[config.mk]
export PLATFORM = sky130hd
export DESIGN_NAME = reg_status_rat
export DESIGN_NICKNAME = d
export VERILOG_FILES = /design/src/rtl/reg_status_rat_pkg.sv /design/src/rtl/reg_status_rat_read_port.sv /design/src/rtl/reg_status_rat.sv
export SDC_FILE = /design/constraint.sdc
export NUM_CORES = 2
export LEC_CHECK = 0
export BUFFER_PORTS_ARGS = -buffer_cell sky130_fd_sc_hd__buf_4
export CAP_MARGIN = 5
export CORE_UTILIZATION = 43
export DETAILED_ROUTE_END_ITERATION = 8
export GPL_TIMING_DRIVEN = 0
export PLACE_DENSITY = 0.7
export SLEW_MARGIN = 25
export SYNTH_ARGS = -nofsm -noshare
export SYNTH_HDL_FRONTEND = slang
export SYNTH_SLANG_ARGS = --single-unit
[constraint.sdc]
create_clock -name clk -period 88 [get_ports clk]
set_input_delay 4.4 -clock clk [delete_from_list [all_inputs] [get_ports clk]]
set_output_delay 4.4 -clock clk [all_outputs]
set_load 0.02 [all_outputs]
[src/rtl/reg_status_rat_pkg.sv]
// Shared widths, index/tag types and the "no pending producer" tag for the
// merged architectural register file / register alias table.
package reg_status_rat_pkg;

    localparam int NREGS      = 32;
    localparam int DATA_W     = 32;
    localparam int ROBEN_W    = 5;
    localparam int NREGS_BITS = $clog2(NREGS);

    typedef logic [NREGS_BITS-1:0] reg_idx_t;
    typedef logic [ROBEN_W-1:0]    roben_t;
    typedef logic [DATA_W-1:0]     data_t;

    // Tag value meaning "the stored data is the committed value".
    localparam roben_t NULL_ROBEN = '0;

endpackage

[src/rtl/reg_status_rat_read_port.sv]
// One issue read port: stored data/tag, overridden by a same-cycle commit
// that retires the very producer this register is waiting on.
module rat_read_port
    import reg_status_rat_pkg::*;
(
    input  reg_idx_t addr,
    input  data_t    stored_data,
    input  roben_t   stored_tag,
    input  logic     commit_we,
    input  reg_idx_t commit_rd,
    input  roben_t   commit_roben,
    input  data_t    commit_data,
    output data_t    data,
    output roben_t   tag
);

    logic bypass;

    // commit_we already excludes r0, so r0 can never be bypassed.
    assign bypass = commit_we && (addr == commit_rd) && (stored_tag == commit_roben);

    assign data = bypass ? commit_data : stored_data;
    assign tag  = bypass ? NULL_ROBEN  : stored_tag;

endmodule

[src/rtl/reg_status_rat.sv]
// Architectural register file merged with the register alias table: renames
// tag Rd with its ROBEN, commits write data and clear the tag if still owned.
module reg_status_rat
    import reg_status_rat_pkg::*;
(
    input  logic     clk,
    input  logic     rst,

    input  logic     Rename_Valid,
    input  reg_idx_t Rename_Rd,
    input  logic     Rename_RegWrite,
    input  roben_t   Rename_ROBEN,

    input  reg_idx_t RP_Rs,
    input  reg_idx_t RP_Rt,
    output data_t    RP_Rs_Data,
    output data_t    RP_Rt_Data,
    output roben_t   RP_Rs_ROBEN,
    output roben_t   RP_Rt_ROBEN,

    input  logic     Commit_Valid,
    input  logic     Commit_RegWrite,
    input  reg_idx_t Commit_Rd,
    input  roben_t   Commit_ROBEN,
    input  data_t    Commit_Write_Data,

    input  logic     FLUSH_Flag,

    input  reg_idx_t index_test,
    output data_t    Reg_Data_test,
    output roben_t   Reg_ROBEN_test
);

    data_t  reg_data [NREGS];
    roben_t reg_tag  [NREGS];

    logic rename_we;
    logic commit_we;

    // Rename_Valid and Commit_Valid are single-cycle strobes with no
    // backpressure: each asserted cycle is exactly one accepted event.
    assign rename_we = Rename_Valid && Rename_RegWrite && (Rename_Rd != '0);
    assign commit_we = Commit_Valid && Commit_RegWrite && (Commit_Rd != '0);

    // r0 is cleared by reset and never written, so it always reads zero.
    // Tag priority: flush, then rename (younger owner wins), then commit clear.
    always_ff @(posedge clk or posedge rst) begin
        if (rst) begin
            for (int i = 0; i < NREGS; i++) begin
                reg_data[i] <= '0;
                reg_tag[i]  <= NULL_ROBEN;
            end
        end else begin
            for (int i = 1; i < NREGS; i++) begin
                if (commit_we && (Commit_Rd == reg_idx_t'(i)))
                    reg_data[i] <= Commit_Write_Data;

                if (FLUSH_Flag)
                    reg_tag[i] <= NULL_ROBEN;
                else if (rename_we && (Rename_Rd == reg_idx_t'(i)))
                    reg_tag[i] <= Rename_ROBEN;
                else if (commit_we && (Commit_Rd == reg_idx_t'(i)) &&
                         (reg_tag[i] == Commit_ROBEN))
                    reg_tag[i] <= NULL_ROBEN;
            end
        end
    end

    rat_read_port u_rs_port (
        .addr         (RP_Rs),
        .stored_data  (reg_data[RP_Rs]),
        .stored_tag   (reg_tag[RP_Rs]),
        .commit_we    (commit_we),
        .commit_rd    (Commit_Rd),
        .commit_roben (Commit_ROBEN),
        .commit_data  (Commit_Write_Data),
        .data         (RP_Rs_Data),
        .tag          (RP_Rs_ROBEN)
    );

    rat_read_port u_rt_port (
        .addr         (RP_Rt),
        .stored_data  (reg_data[RP_Rt]),
        .stored_tag   (reg_tag[RP_Rt]),
        .commit_we    (commit_we),
        .commit_rd    (Commit_Rd),
        .commit_roben (Commit_ROBEN),
        .commit_data  (Commit_Write_Data),
        .data         (RP_Rt_Data),
        .tag          (RP_Rt_ROBEN)
    );

    // Debug view is the raw stored state, deliberately without the bypass.
    assign Reg_Data_test  = reg_data[index_test];
    assign Reg_ROBEN_test = reg_tag[index_test];

endmodule
==> metrics.yaml <==
finish:
  multiInputGateArea_sq_um: 42290
  postLayoutCoreUtil: 0.4931
  num-fill-cells: 14208
  regArea_sq_um: 28700
  final_cells: 7426
  fin_nets: 5177
  drive_above_1_share: 0.5573
  syn_to_final_growth_pct: 13.31
logic_synthesis:
  netlist-cell-type-count: 54
  syn-instance-count: 4766
  ys_async_sr_fraction: 1.000
  synth.cell_area_sq_um: 73020
  yosys-top-cells-count: "mux2_2, dfrtp_1, mux4_2"
  ys_ff_latch: 1147
  syn-num-nets: 4840
  avgSynthCellArea_sq_um: 15.32
  synth_edf_count: 0
  synth_top_area_frac: 0.3931
  synth_flop_cell: "dfrtp_1"
  ys.warnings.count: 37
  synthTopCellsByArea: "dfrtp_1, mux4_2, mux2_2"
  synth.most_common_cell: "mux2_2"
  yosys.area.top_type: "dfrtp_1"
  seq_area_frac_synth: 0.3931
critical_path:
  cp.arrival_ns: 9.53
  r2r_slack_ns: 86.18
  path_cells: "buf_2, buf_1, clkbuf_1, clkbuf_2, clkbuf_2, mux4_2, mux4_2, mux2_2, mux2_1, buf_4"
  setup.worst_path.end: "RP_Rt_Data[29]"
  start_kind: "input pin"
  worstSetupEndpointType: "output port"
  slowest_stage: "clkbuf_2"
  max_stage_delay_ns: 0.77
  cp-startpoint: "RP_Rt[1]"
  cp.required_ns: 83.60
  worstSetupPathType: "in -> out"
  timing.rr.end: "reg_tag[21]"
  r2r_cells: 5
  critical_path.max_fanout: 11
  timing.rr.start: "reg_tag[24]"
clocking:
  numCtsBuffers: 134
  cts_setup_buffers: 0
  cts_hold_buf: 0
  cts_max_level: 4
  clock_latency_ns: 0.82
  ctsResizeCount: 0
  clock-sinks: 1147
  clkTransAtPathRegs_ns: 0.06
  cts_max_path_buffers: 3
  cts_tree: "yes"
  root_buffer: "clkbuf_16"
place:
  dp.final_hpwl_mm: 214.4
  pre_cts_slack_ns: 74.37
  port_buffers: 166
  dp.cells: 7171
  place.gp.congestion: 1.034
sta:
  totalNegativeSetupSlack_ns: 0
  skew_ns: 0.03093
  fmax_mhz: 71.81
  tightest_slew_ns: 1.302
  setup_viol: 0
  min_period_ns: 13.93
  relSlewSlack: 0.1286
  fin_crit_sh: 0.1582
  hold_viol: 0
  maxSlewViolCount: 0
  rsz0062_at_grt: "false"
  fin_ws_ns: 74.07
pwr:
  p_leak_nw: 35.21
  vdd_ir_drop_max_mv: 0.02043
  power_mw: 1.607
  pwr_density_cell_nw_per_um2: 19.42
drt:
  vias: 55708
  ant_nets: 0
  drtIter0Drc: 9683
  vias_per_cell: 7.502
  post_drt_wl_per_cell_microns: 42.09
  first_pass_iters: 7
  drc: 0
  wirelength_mm: 312.5
die:
  start_util: 0.4352
  dieWidth_microns: 414.1
  die-area_sq_um: 171500
  boundaryPins: 185
  rows: 150
  core-area_sq_um: 167800
  die_h_microns: 414.1
global_route:
  grt.total_usage: 0.3624
  grt_antenna_before_repair: 17
  grt_max_degree: 99
  grt_pass1_wl_mm: 432.8
  gr-total-overflow: 0
  grt_pass1_vias: 54348
run_status:
  status: "finished, final reports clean"
hold_path:
  hold_path_class: "reg -> reg"
flow_run:
  maxCapViolations: 0
[logic make-up (layout without fill, tap and decap cells)]
family | count (synthesis) | count (layout) | share of synthesized area
DFF | 1147 | 1147 | 0.3931
and+or+nand+nor | 328 | 328 | 0.02178
xor gates and xnor gates | 175 | 175 | 0.02099
other | 0 | 17 | 0
AOI/OAI and AO/OA | 320 | 320 | 0.03453
buffers and inverters | 530 | 969 | 0.02881
muxes | 2266 | 2266 | 0.5008
[cell type report]
| cell class | instances | area share |
|---|---|---|
| antenna | 17 | 0.0005142 |
| buffer | 523 | 0.02849 |
| clock buffer | 192 | 0.04681 |
| clock inverter | 46 | 0.008530 |
| inverter | 7 | 0.0004083 |
| multi-input combinational | 3089 | 0.5111 |
| sequential | 1147 | 0.3469 |
| tap | 2204 | 0.03333 |
| timing repair buffer | 201 | 0.02383 |
[cells in the final DEF, fill, tap and decap left out, types with 20 or more instances in the layout]
| cell | synthesis | final |
|---|---|---|
| mux4_2 | 975 | 975 |
| dfrtp_1 | 1147 | 1147 |
| buf_1 | 119 | 49 |
| nand4_1 | 24 | 24 |
| buf_16 | 0 | 20 |
| a22o_1 | 202 | 202 |
| nor2_1 | 53 | 36 |
| buf_2 | 43 | 109 |
| xnor2_1 | 97 | 97 |
| nand2_1 | 98 | 98 |
| mux2_4 | 25 | 25 |
| mux2_2 | 1188 | 1188 |
| buf_4 | 4 | 174 |
| o21ai_0 | 39 | 39 |
| clkbuf_2 | 0 | 160 |
| clkbuf_1 | 351 | 226 |
| nand3_1 | 24 | 24 |
| mux2_1 | 59 | 59 |
| clkbuf_16 | 0 | 135 |
| o21ai_1 | 22 | 22 |
| nor2b_1 | 30 | 30 |
| clkbuf_8 | 0 | 28 |
| nor3_1 | 50 | 48 |
| xor2_1 | 78 | 78 |
[per-stage QoR]
stage	hold slack, ns	instance area [sq um]
4_1_cts	0.5455	82650
5_1_grt	0.5640	82710
3_5_place_dp	0.5330	78070
6_report	0.5468	82730
2_1_floorplan	0.5060	73020
3_3_place_gp	0.5181	77020
[worst min-delay path by stage]
stage | start | to | slack, ns | depth (start not counted)
6_report | reg_data[57] | reg_data[57] | 0.55 | 1
5_1_grt | reg_data[260] | reg_data[260] | 0.56 | 1
4_1_cts | reg_data[314] | reg_data[314] | 0.55 | 1
3_5_place_dp | reg_data[314] | reg_data[314] | 0.53 | 1
3_3_place_gp | reg_data[402] | reg_data[402] | 0.52 | 1
2_1_floorplan | reg_data[986] | reg_data[986] | 0.51 | 1
[power breakdown]
group	leakage, nW	internal [mW]	switching [mW]
Combinational	17.6	0.194	0.174
Sequential	15.3	0.589	0.0601
Clock	2.23	0.337	0.254
Total	35.2	1.12	0.488
[state kept, by name (all words and copies together) (netlist names)]
name      count
reg_data    992
reg_tag     155
[metal layers]
metal	routed length, microns	up-vias	part of all wire	global-route usage
met5	215	-	0.00069	0.01111
met4	28710	20	0.092	0.2747
met3	47090	1507	0.15	0.1643
met2	129100	5176	0.41	0.4957
met1	107400	29210	0.34	0.4453
li1	-	19795	-	-
[critical path, delay by kind of cell]
kind,cells,cell delay (ns)
multiplexers,4,1.73
buffers and inverters,6,3.36
No activity file was read; power rests on OpenSTA's default activity.
